<file path="src/rtl/pen_pkg.sv">
// Shared definitions for the light-pen matrix: default geometry, colour encoding,
// and the frame-buffer clear FSM states.
package pen_pkg;

    // Default matrix geometry, also used by led_driver.
    localparam int unsigned PEN_ROWS = 8;
    localparam int unsigned PEN_COLS = 8;

    // Pixel colour: bit 0 drives the red LED, bit 1 the green LED.
    typedef logic [1:0] color_t;

    localparam color_t COLOR_OFF    = 2'b00;
    localparam color_t COLOR_RED    = 2'b01;
    localparam color_t COLOR_GREEN  = 2'b10;
    localparam color_t COLOR_YELLOW = 2'b11;

    typedef enum logic {
        StIdle,
        StClear
    } clr_state_e;

endpackage

</file>
<file path="src/rtl/pen_frame_buffer_row_popcount.sv">
// Combinational ones counter for one matrix row.
module row_popcount #(
    parameter int unsigned COLS = 8,
    parameter int unsigned NW   = 7
) (
    input  logic [COLS-1:0] bits_i,
    output logic [NW-1:0]   count_o
);

    // Sum the set bits of the row.
    always_comb begin
        count_o = '0;
        for (int i = 0; i < COLS; i++) begin
            count_o = count_o + NW'(bits_i[i]);
        end
    end

endmodule

</file>
<file path="src/rtl/pen_frame_buffer.sv">
// Bicolor 8x8 pixel store: single-pixel writes, registered whole-row reads,
// running lit-pixel count and a one-row-per-cycle clear sweep.
module pen_frame_buffer
    import pen_pkg::*;
#(
    parameter int unsigned ROWS = PEN_ROWS,
    parameter int unsigned COLS = PEN_COLS,
    parameter int unsigned RW   = $clog2(ROWS),
    parameter int unsigned CW   = $clog2(COLS),
    parameter int unsigned NW   = $clog2(ROWS * COLS + 1)
) (
    input  logic            clk,
    input  logic            rst,
    input  logic            wr_en,
    input  logic [RW-1:0]   wr_row,
    input  logic [CW-1:0]   wr_col,
    input  logic [1:0]      wr_color,
    input  logic            clear_req,
    input  logic [RW-1:0]   rd_row,
    output logic [COLS-1:0] rd_red,
    output logic [COLS-1:0] rd_green,
    output logic            busy,
    output logic            wr_drop,
    output logic [NW-1:0]   lit_count
);

    clr_state_e      state_q, state_d;
    logic [RW-1:0]   ptr_q, ptr_d;
    logic [COLS-1:0] red_q   [ROWS];
    logic [COLS-1:0] red_d   [ROWS];
    logic [COLS-1:0] green_q [ROWS];
    logic [COLS-1:0] green_d [ROWS];
    logic [COLS-1:0] rd_red_q, rd_red_d;
    logic [COLS-1:0] rd_green_q, rd_green_d;
    logic [NW-1:0]   lit_q, lit_d;

    logic            wr_in_range;
    logic            rd_in_range;
    logic            wr_ok;
    color_t          old_px;
    color_t          new_px;
    logic [COLS-1:0] sweep_bits;
    logic [NW-1:0]   sweep_pop;

    // Only matters at non-power-of-two sizes; indices are zero-extended so the
    // bound itself is representable.
    assign wr_in_range = ({1'b0, wr_row} < (RW + 1)'(ROWS)) &&
                         ({1'b0, wr_col} < (CW + 1)'(COLS));
    assign rd_in_range = ({1'b0, rd_row} < (RW + 1)'(ROWS));

    assign wr_ok   = wr_en && (state_q == StIdle) && !clear_req && wr_in_range;
    assign wr_drop = !rst && wr_en && ((state_q != StIdle) || clear_req || !wr_in_range);

    assign old_px  = {green_q[wr_row][wr_col], red_q[wr_row][wr_col]};
    assign new_px  = color_t'(wr_color);

    // A pixel counts as lit if either colour is on.
    assign sweep_bits = red_q[ptr_q] | green_q[ptr_q];

    row_popcount #(
        .COLS (COLS),
        .NW   (NW)
    ) u_sweep_pop (
        .bits_i  (sweep_bits),
        .count_o (sweep_pop)
    );

    // Clear FSM, pixel writes and lit-count bookkeeping.
    always_comb begin
        state_d = state_q;
        ptr_d   = ptr_q;
        red_d   = red_q;
        green_d = green_q;
        lit_d   = lit_q;
        unique case (state_q)
            StIdle: begin
                if (clear_req) begin
                    state_d = StClear;
                    ptr_d   = '0;
                end else if (wr_ok) begin
                    red_d[wr_row][wr_col]   = new_px[0];
                    green_d[wr_row][wr_col] = new_px[1];
                    if (old_px == COLOR_OFF && new_px != COLOR_OFF) begin
                        lit_d = lit_q + 1'b1;
                    end else if (old_px != COLOR_OFF && new_px == COLOR_OFF) begin
                        lit_d = lit_q - 1'b1;
                    end
                end
            end
            StClear: begin
                red_d[ptr_q]   = '0;
                green_d[ptr_q] = '0;
                lit_d          = lit_q - sweep_pop;
                ptr_d          = ptr_q + 1'b1;
                if (ptr_q == RW'(ROWS - 1)) begin
                    state_d = StIdle;
                end
            end
            default: state_d = StIdle;
        endcase
    end

    // Row read samples storage before this cycle's write or sweep lands.
    always_comb begin
        rd_red_d   = '0;
        rd_green_d = '0;
        if (rd_in_range) begin
            rd_red_d   = red_q[rd_row];
            rd_green_d = green_q[rd_row];
        end
    end

    // State, storage and read registers.
    always_ff @(posedge clk) begin
        if (rst) begin
            state_q    <= StIdle;
            ptr_q      <= '0;
            lit_q      <= '0;
            rd_red_q   <= '0;
            rd_green_q <= '0;
            for (int r = 0; r < ROWS; r++) begin
                red_q[r]   <= '0;
                green_q[r] <= '0;
            end
        end else begin
            state_q    <= state_d;
            ptr_q      <= ptr_d;
            lit_q      <= lit_d;
            rd_red_q   <= rd_red_d;
            rd_green_q <= rd_green_d;
            red_q      <= red_d;
            green_q    <= green_d;
        end
    end

    assign rd_red    = rd_red_q;
    assign rd_green  = rd_green_q;
    assign busy      = (state_q == StClear);
    assign lit_count = lit_q;

endmodule

</file>
<file path="config.mk">
export PLATFORM = sky130hd
export DESIGN_NAME = pen_frame_buffer
export DESIGN_NICKNAME = d
export VERILOG_FILES = /design/src/rtl/pen_pkg.sv /design/src/rtl/pen_frame_buffer_row_popcount.sv /design/src/rtl/pen_frame_buffer.sv
export SDC_FILE = /design/constraint.sdc
export NUM_CORES = 1
export LEC_CHECK = 0
export BUFFER_PORTS_ARGS = -buffer_cell sky130_fd_sc_hd__buf_4
export CORE_MARGIN = 8
export CORE_UTILIZATION = 23
export CTS_BUF_LIST = sky130_fd_sc_hd__clkbuf_2 sky130_fd_sc_hd__clkbuf_4 sky130_fd_sc_hd__clkbuf_8
export CTS_CLUSTER_DIAMETER = 40
export DETAILED_ROUTE_END_ITERATION = 7
export PLACE_DENSITY = 0.4
export SLEW_MARGIN = 20
export SYNTH_ARGS = -nofsm -noshare
export SYNTH_HDL_FRONTEND = slang
export SYNTH_SLANG_ARGS = --single-unit
</file>
<file path="constraint.sdc">
create_clock -name clk -period 5 [get_ports clk]
set_clock_uncertainty 0.2 [all_clocks]
set_input_delay 0.25 -clock clk [delete_from_list [all_inputs] [get_ports clk]]
set_output_delay 0.25 -clock clk [all_outputs]
set_load 0.01 [all_outputs]
</file>
==> results of run 1 <==
==> registers in the layout, indices dropped and copies added, names as in the netlist <==
| register | cells |
|---|---|
| green_q | 64 |
| red_q | 64 |
| rd_green | 8 |
| rd_red | 8 |
| lit_count | 7 |
| ptr_q | 3 |
| busy | 1 |
==> layer usage <==
layer  up-vias  wire length [um]  GRT usage (%)
met3        54              2470           3.02
met4         0               991           5.27
met2       332             18200           26.5
li1       4434                 -              -
met5         -                 0              0
met1      4757             18700           22.9
==> stage by stage <==
stage               area [um^2]  cells  setup WS (ps)  util (%)
floorplan                  9530   1161           2.55         -
global placement          11000   1743           -163      27.0
detailed placement        11000   1743           -218      27.0
CTS                       11500   1779           -101      28.2
global route              11500   1780           -245      28.3
finish                    11500   1780          -28.1      28.3
==> cell usage in the layout, fill, tap and decap left out, types with 7 or more instances in the layout <==
| cell type | n |
|---|---|
| nand3_1 | 264 |
| buf_4 | 160 |
| dfxtp_1 | 154 |
| a21oi_1 | 153 |
| nand2_1 | 96 |
| nor2_1 | 73 |
| mux4_2 | 46 |
| mux2i_1 | 41 |
| inv_1 | 19 |
| clkbuf_8 | 19 |
| o311ai_0 | 14 |
| ha_1 | 14 |
| nor3_2 | 13 |
| nor3_1 | 10 |
| a22oi_1 | 10 |
| nand4_1 | 9 |
| a211oi_1 | 9 |
| a221oi_1 | 7 |
| nor2_2 | 7 |
| fa_1 | 7 |
==> how the worst max path moves through the flow <==
stage                               to  slack (ps)
after CTS                 lit_count[6]        -100
after floorplan           lit_count[6]           3
after global placement    lit_count[6]        -160
final                     lit_count[6]         -30
after global routing      lit_count[6]        -240
after detailed placement  lit_count[6]        -220
==> cell families (layout without fill, tap and decap cells) <==
family                     Yosys count  in the layout  share of synthesized area (%)
muxes                               91             91                           15.8
and+or+nand+nor                    513            513                           25.9
adders and majority gates           24             24                           3.96
DFF                                155            155                           32.7
buffers and inverters              130            217                           5.54
AOI/OAI and AO/OA                  238            238                           15.2
xor gates and xnor gates            10             10                          0.923
==> worst min-delay path, stage by stage <==
cell and delay [ps]:
buf_4 80, nor2_1 120, nand4_1 120, o21a_1 110, a31oi_1 70
==> final cells by class <==
type	instances	area [um^2]	share of cell area, %
Clock inverter	10	119	1.03
Timing Repair Buffer	166	1280	11.1
Tap cell	532	666	5.78
Sequential cell	155	3110	27.0
Multi-Input combinational cell	876	6010	52.1
Inverter	21	78.8	0.684
Clock buffer	20	269	2.33
==> what timing repair did <==
action                                 in CTS  in global routing
pin swaps                                  11                 11
endpoints found under the hold margin       4                  0
buffers inserted                            4                  1
resized for setup                          23                  6
hold buffers                                2                  0
setup endpoints to repair                   4                  5
==> power by group <==
group / switching, W / internal, W / total [W]
registers: 0.0000508 / 0.00126 / 0.00131
clock network: 0.000524 / 0.000469 / 0.000994
logic: 0.000584 / 0.000478 / 0.00106
total: 0.00116 / 0.00221 / 0.00337
==> flow_metrics.py, run 1 <==
metrics = {
    "placement": {
        "place_hpwl_um": 27700,
        "gp_congestion": 0.839,
        "io_buffers": 39,
    },
    "logic_synthesis": {
        "ys_seq_elements": 155,
        "synthCells": 1161,
        "synth.most_common_cell": "nand3_1",
        "synthTopCellsByArea": "dfxtp_1 (33%), nand3_1 (14%), mux4_2 (11%), a21oi_1 (8.3%), mux2i_1 (4.3%)",
        "ys_top_cells_by_count": "nand3_1 (264), a21oi_1 (157), dfxtp_1 (155)",
        "synth_top_area_cell": "dfxtp_1",
        "synthFlopType": "dfxtp_1",
        "synth.distinct_cells": 58,
        "ys_async_sr_fraction_pct": 0,
        "synth_top_cell_area_share_pct": 32.7,
        "ys_seq_area_share_pct": 32.7,
        "syn_avg_cell_area_um2": 8.17,
        "yosysWarnings": 0,
        "synthesis.area_um2": 9490,
        "syn_nets": 1200,
        "synth_edf_count": 0,
    },
    "worst_setup_path": {
        "crit_type": "flip-flop to flip-flop",
        "r2r_cells": 19,
        "reg2reg_from": "ptr_q[0]",
        "cp_slowest_stage_delay_ps": 510,
        "rrSetupSlack_ps": -30,
        "critPathMaxFanout": 6,
        "start_kind": "flip-flop",
        "crit_family": "adder cells",
        "r2r-end": "lit_count[6]",
        "cp-end-kind": "flip-flop",
        "startpoint": "ptr_q[0]",
        "slowest_stage": "fa_1",
        "crit_buf_inv": 4,
        "cp_data_arrival_time_ps": 5210,
        "cp.depth": 19,
        "cp_data_required_time_ps": 5180,
        "worstPathCellList": "buf_8 -> buf_6 -> nor3_4 -> a21oi_2 -> a221oi_2 -> fa_1 -> inv_2 -> fa_2 -> fa_1 -> fa_1 -> inv_2 -> fa_2 -> fa_2 -> a21o_1 -> a21oi_2 -> nor3b_2 -> xnor2_1 -> a21o_1 -> nor3_2",
    },
    "cts": {
        "clk_latency_ps": 500,
        "cts_tree": "yes",
        "htree_num_levels": 4,
        "cts_buffer_depth": 2,
        "root_buffer": "clkbuf_8",
        "clkTransAtPathRegs_ps": 90,
        "cts_buffers": 17,
        "clock_sinks": 155,
    },
    "grt": {
        "grt_pass1_vias": 9135,
        "antenna_found_initial": 0,
        "grt_start_max_net_pins": 65,
        "grt_pass1_wl_um": 60100,
        "gr-total-overflow": 0,
        "track_usage_pct": 16.8,
    },
    "sta": {
        "hold_slack_ps": 104,
        "rsz0062_at_grt": "yes",
        "fmax_mhz": 199,
        "max_slew_margin_pct": 24.8,
        "finalCriticalPeriod_ps": 5030,
        "finalHoldViolCount": 0,
        "fin_tns_setup_ps": -28.1,
        "setup_slack_ps": -28.1,
        "slew_viol_final": 0,
        "fin_crit_sh_pct": 101,
        "setup_viol": 1,
        "worstMarginPinSlew_ps": 1130,
    },
    "detailed_routing": {
        "drtPass1Iterations": 5,
        "route.detailed.drc": 0,
        "via_count": 9577,
        "drt_wl_total_um": 40300,
        "viasPerCell": 5.38,
        "first_iter_violations": 838,
        "wl_per_cell_um": 22.7,
        "antenna_left": 0,
    },
    "cells_and_area": {
        "area_growth_pct": 21.5,
        "layout.nets": 1276,
        "num_antenna_cells": 0,
        "n_fill_cell": 4378,
        "drive_gt1_share_pct": 23.2,
    },
    "hold_path": {
        "holdPathEnd": "lit_count[5]",
        "hp-start": "wr_color[1]",
        "min_path_type": "primary input to flip-flop",
        "min_path_cells": 5,
    },
    "status": {
        "status": "finished, violations left",
        "violations": "setup timing",
    },
    "floorplanning": {
        "coreArea_um2": 40700,
        "io_pins": 40,
        "dieHeight_um": 219,
        "rows": 74,
        "fp.dieW_um": 219,
        "start_util_pct": 23.3,
        "dieArea_um2": 48000,
    },
    "power": {
        "power_leakage_nw": 3.99,
        "ir_drop_mv": 0.142,
        "p_per_area_nw_per_um2": 292,
        "power_w": 0.00337,
    },
    "flow_run": {
        "cap_viol_max_count": 0,
    },
}
Power figures use the tool's default switching activity.
==> run 2, diff against run 1 <==
ABC_AREA = 1   (was default)
PLACE_DENSITY = default   (was 0.4)
PLACE_DENSITY_LB_ADDON = 0.15   (was default)
==> flow_metrics.py, run 2 <==
metrics = {
    "logic_synthesis": {
        "synthesis.area_um2": 10000,
        "synth.most_common_cell": "nand3_1",
        "ys_seq_area_share_pct": 30.9,
        "synth_edf_count": 0,
        "synthTopCellsByArea": "dfxtp_1 (31%), nand3_1 (18%), nand2_1 (11%), a21oi_1 (10%), inv_1 (6.1%)",
        "ys_top_cells_by_count": "nand3_1 (360), nand2_1 (289), a21oi_1 (202)",
        "syn_nets": 1615,
        "yosysWarnings": 0,
        "synth_top_cell_area_share_pct": 30.9,
        "synthCells": 1576,
        "ys_async_sr_fraction_pct": 0,
        "synth_top_area_cell": "dfxtp_1",
        "syn_avg_cell_area_um2": 6.37,
        "synth.distinct_cells": 39,
        "synthFlopType": "dfxtp_1",
        "ys_seq_elements": 155,
    },
    "cells_and_area": {
        "largest_registers": "green_q (64), red_q (64)",
        "n_fill_cell": 4788,
        "final_common_cell": "nand3_1",
        "layout.nets": 1666,
        "regArea_um2": 3110,
        "multi_input_area_um2": 6060,
        "num_antenna_cells": 0,
        "drive_gt1_share_pct": 15.4,
        "area_growth_pct": 21.8,
        "layout_common_cells": "nand3_1 (357), nand2_1 (287), a21oi_1 (202)",
    },
    "floorplanning": {
        "io_pins": 40,
        "fp.dieW_um": 225,
        "rows": 76,
        "start_util_pct": 23.3,
        "dieHeight_um": 225,
        "dieArea_um2": 50600,
        "coreArea_um2": 43100,
    },
    "detailed_routing": {
        "drtPass1Iterations": 6,
        "first_iter_violations": 1287,
        "via_count": 11300,
        "viasPerCell": 5.09,
        "antenna_left": 0,
        "drt_wl_total_um": 45700,
        "route.detailed.drc": 0,
        "wl_per_cell_um": 20.5,
    },
    "power": {
        "ir_drop_mv": 0.158,
        "power_leakage_nw": 4.62,
        "p_per_area_nw_per_um2": 250,
    },
    "placement": {
        "dpl_worst_slack_ps": -250,
        "gp_congestion": 0.899,
        "io_buffers": 39,
        "place_hpwl_um": 31800,
    },
    "sta": {
        "fin_crit_sh_pct": 97.4,
        "worstMarginPinSlew_ps": 942,
        "fmax_mhz": 205,
        "rsz0062_at_grt": "yes",
        "setup_slack_ps": 131,
        "hold_slack_ps": 76.8,
        "max_slew_margin_pct": 37.0,
        "finalCriticalPeriod_ps": 4870,
        "setup_viol": 0,
        "finalHoldViolCount": 0,
        "slew_viol_final": 0,
    },
    "worst_setup_path": {
        "crit_buf_inv": 4,
        "cp-end-kind": "flip-flop",
        "start_kind": "flip-flop",
        "cp_data_arrival_time_ps": 5090,
        "crit_family": "adder cells",
        "slowest_stage": "fa_1",
        "critPathMaxFanout": 5,
        "worstPathCellList": "buf_6 -> buf_6 -> a311oi_2 -> a311oi_2 -> fa_1 -> inv_1 -> fa_1 -> fa_1 -> fa_1 -> inv_1 -> fa_2 -> fa_2 -> nand3_2 -> nand2_2 -> nor2_2 -> nand2_1 -> xor2_1 -> nand2_1 -> nand2_1 -> nor2_1 -> nor2_1",
        "crit_type": "flip-flop to flip-flop",
        "cp_data_required_time_ps": 5220,
        "cp_common_cell": "fa_1",
        "cp_slowest_stage_delay_ps": 500,
    },
    "grt": {
        "grt_pass1_vias": 10500,
        "grt_pass1_wl_um": 69200,
        "antenna_found_initial": 1,
        "grt_start_max_net_pins": 72,
        "gr-total-overflow": 0,
        "track_usage_pct": 18.0,
    },
    "status": {
        "status": "finished clean",
    },
    "cts": {
        "clk_latency_ps": 520,
        "root_buffer": "clkbuf_8",
        "clkTransAtPathRegs_ps": 100,
        "clock_sinks": 155,
        "cts_buffers": 17,
        "cts_tree": "yes",
        "cts_buffer_depth": 2,
        "htree_num_levels": 4,
    },
    "hold_path": {
        "min_path_type": "primary input to flip-flop",
    },
    "flow_run": {
        "cap_viol_max_count": 0,
    },
}
## run 2: worst min-delay path: cells and delay by family
family	cells	cell delay [ps]
buffers and inverters	1	240
AND/OR/NAND/NOR	2	190
AO/OA/AOI/OAI	1	60
## run 2: metal layers
layer	vias up	part of all wire (%)	GRT usage (%)	wire [um]
met4	2	2.8	6.41	1290
met1	5368	48	26.0	22000
met5	-	0.028	0	13
li1	5458	-	-	-
met2	437	42	26.1	19200
met3	63	7.0	3.32	3190
## run 2: metrics by stage
stage | std cells | util [%] | cell area (um^2) | total power (W) | TNS [ps]
final | 2225 | 28.4 | 12200 | 0.00306 | 0
after global routing | 2225 | 28.4 | 12200 | 0.00320 | -32.7
after CTS | 2223 | 27.9 | 12000 | 0.00307 | -48.0
after detailed placement | 2188 | 26.7 | 11500 | 0.00192 | -669
after global placement | 2188 | 26.7 | 11500 | 0.00192 | -527
after floorplan | 1576 | - | 10000 | 0.00169 | 0
## run 2: final cells by class
cell class	count	share of cell area (%)
clock buffers	22	2.32
clock inverters	10	1.34
inverters	169	5.29
multi-input cells	1130	49.6
flip-flops and latches	155	25.5
well taps	585	5.99
repair buffers	154	9.92
## run 2: worst paths after layout
check / start / endpoint / slack (ps) / cells after the start
max: ptr_q[0] / lit_count[6] / 130 / 21
min: rd_row[2] / rd_red[7] / 80 / 4
max reg2reg: ptr_q[0] / lit_count[6] / 130 / 21
min reg2reg: red_q[42] / red_q[42] / 280 / 2
## run 2: repair_timing
item,CTS,global route
hold endpoints to repair,29,0
hold buffers,2,0
endpoints found under the setup margin,4,5
setup buffers,1,3
gates resized for setup,34,41
pin swaps,8,11
## run 2: report_power, final
part | leakage (nW) | internal (W) | switching, W
registers | 1.26 | 0.00125 | 0.0000206
clock network | 0.216 | 0.000587 | 0.000551
logic | 3.15 | 0.000217 | 0.000427
## run 2: cells by family after synthesis
logic type / count (synthesis) / synth area share [%]
buffers and inverters: 291 / 11.6
muxes: 1 / 0.0998
AOI/OAI and AO/OA: 359 / 19.4
and+or+nand+nor: 742 / 33.9
xor gates and xnor gates: 4 / 0.349
adders and majority gates: 24 / 3.74
DFF: 155 / 30.9
==> run 3, diff against run 2 <==
RECOVER_POWER = 100   (was default)
==> flow_metrics.py, run 3 (same netlist as run 2, synthesis figures left out) <==
metrics = {
    "status": {
        "status": "finished, violations left",
        "violations": "capacitance limit, slew limit",
    },
    "cells_and_area": {
        "fin_cells": 2225,
        "area_growth_pct": 20.5,
        "final_common_cell": "nand3_1",
        "multi_input_area_um2": 6030,
        "largest_registers": "green_q (64), red_q (64)",
        "layout.nets": 1666,
        "num_antenna_cells": 0,
        "layout_common_cells": "nand3_1 (357), nand2_1 (287), a21oi_1 (202)",
        "postLayoutCoreUtil_pct": 28.1,
        "n_fill_cell": 4822,
        "drive_gt1_share_pct": 13.7,
        "regArea_um2": 3110,
    },
    "worst_setup_path": {
        "cp_data_arrival_time_ps": 5090,
        "endpoint": "lit_count[6]",
        "rrSetupSlack_ps": 130,
        "cp-end-kind": "flip-flop",
        "crit_type": "flip-flop to flip-flop",
        "startpoint": "ptr_q[2]",
        "start_kind": "flip-flop",
        "r2r_cells": 22,
        "critPathMaxFanout": 4,
        "r2r-end": "lit_count[6]",
        "cp_data_required_time_ps": 5210,
        "reg2reg_from": "ptr_q[2]",
    },
    "placement": {
        "gp_congestion": 0.899,
        "io_buffers": 39,
        "dpl.cell_count": 2188,
        "dpl_worst_slack_ps": -250,
        "place_hpwl_um": 31800,
    },
    "detailed_routing": {
        "viasPerCell": 5.10,
        "route.detailed.drc": 0,
        "antenna_left": 0,
        "wl_per_cell_um": 20.6,
        "via_count": 11300,
        "drt_wl_total_um": 45800,
        "drtPass1Iterations": 7,
        "first_iter_violations": 1351,
    },
    "sta": {
        "worstMarginPinSlew_ps": 1800,
        "setup_viol": 0,
        "rsz0062_at_grt": "yes",
        "fin_crit_sh_pct": 97.4,
        "fmax_mhz": 205,
        "slew_viol_final": 41,
        "setup_slack_ps": 128,
        "finalCriticalPeriod_ps": 4870,
        "finalHoldViolCount": 0,
        "hold_slack_ps": 67.8,
        "max_slew_margin_pct": -20.3,
    },
    "cts": {
        "root_buffer": "clkbuf_8",
        "htree_num_levels": 4,
        "clkTransAtPathRegs_ps": 110,
        "clk_latency_ps": 520,
        "cts_buffer_depth": 2,
        "cts_tree": "yes",
        "clock_sinks": 155,
        "cts_buffers": 17,
    },
    "power": {
        "power_frac_seq_pct": 41.9,
        "combPwrFrac_pct": 20.7,
        "power_leakage_nw": 4.51,
        "ir_drop_mv": 0.155,
        "p_per_area_nw_per_um2": 252,
        "power_switching_w": 0.000997,
        "netSwitchingFraction_pct": 32.8,
        "p_int_w": 0.00205,
        "p_clk_share_pct": 37.4,
    },
    "hold_path": {
        "min_path_type": "primary input to flip-flop",
    },
    "floorplanning": {
        "fp.dieW_um": 225,
        "dieArea_um2": 50600,
        "dieHeight_um": 225,
        "io_pins": 40,
        "rows": 76,
        "start_util_pct": 23.3,
        "coreArea_um2": 43100,
    },
    "grt": {
        "grt_start_max_net_pins": 72,
        "antenna_found_initial": 1,
        "gr-total-overflow": 0,
        "track_usage_pct": 18.0,
        "grt_pass1_vias": 10500,
        "grt_pass1_wl_um": 69200,
    },
    "flow_run": {
        "cap_viol_max_count": 1,
    },
}
[run 3: changes by cell type in the layout (fill, tap and decap cells not counted)]
cell | before | now
nor3_1 | 10 | 11
clkbuf_1 | 0 | 26
nor3_2 | 6 | 5
nor4_4 | 6 | 4
nor4_1 | 0 | 2
buf_4 | 144 | 118
[run 3: how the worst min path moves through the flow]
stage	startpoint	to	slack, ps	cells past startpoint
final	rd_row[2]	rd_red[7]	70	4
after global routing	rd_row[2]	rd_red[7]	70	4
after detailed placement	red_q[44]	red_q[44]	270	2
after global placement	green_q[39]	green_q[39]	270	2
after CTS	rd_row[2]	rd_red[3]	30	4
after floorplan	rd_row[2]	rd_green[0]	240	3
[run 3: layout make-up]
type	instances	share of cell area [%]
clock inverter	10	1.36
inverter	169	5.35
timing repair buffer	154	9.23
tap	585	6.06
clock buffer	22	2.35
sequential	155	25.8
multi-input combinational	1130	49.9
[run 3: metal layers]
metal	up-vias	global-route usage, %	part of all wire (%)
li1	5449	-	-
met1	5382	26.0	48
met2	449	26.1	42
met3	60	3.32	6.8
met4	2	6.41	2.7
met5	-	0	0.028
[run 3: power by group through the flow]
stage	Clock, W	Combinational [W]	Sequential, W
after global routing	0.00121	0.000698	0.00128
after global placement	0	0.000618	0.00130
after detailed placement	0	0.000616	0.00130
final	0.00114	0.000631	0.00127
after CTS	0.00116	0.000629	0.00128
after floorplan	0	0.000384	0.00131
[run 3: metrics by stage]
| step | TNS, ps | instance area (um^2) | power (W) |
|---|---|---|---|
| floorplan | 0 | 10000 | 0.00169 |
| global placement | -527 | 11500 | 0.00192 |
| detailed placement | -669 | 11500 | 0.00192 |
| CTS | -48.0 | 12000 | 0.00307 |
| global route | -32.7 | 12100 | 0.00318 |
| finish | 0 | 12100 | 0.00304 |
[run 3: worst max-delay path, stage by stage, from the launching register on]
cell and delay [ps]:
dfxtp_4 380, inv_1 80, nand2_2 60, buf_4 140
a311oi_2 280, a311oi_2 90, fa_1 540, inv_1 50
fa_1 490, fa_1 460, fa_1 500, inv_1 50
fa_2 370, fa_2 370, nand3_2 90, nand2_2 60
nor2_2 100, nand2_1 70, xor2_1 140, nand2_1 60
nand2_1 50, nor2_1 90, nor2_1 40
[run 3: timing repair]
action | 4_1_cts | 5_1_grt
hold buffers | 2 | 0
setup buffers | 1 | 3
endpoints found under the setup margin | 4 | 5
resized for setup | 34 | 41
pin swaps | 8 | 11
hold endpoints to repair | 29 | 0
gates cloned | 0 | 0
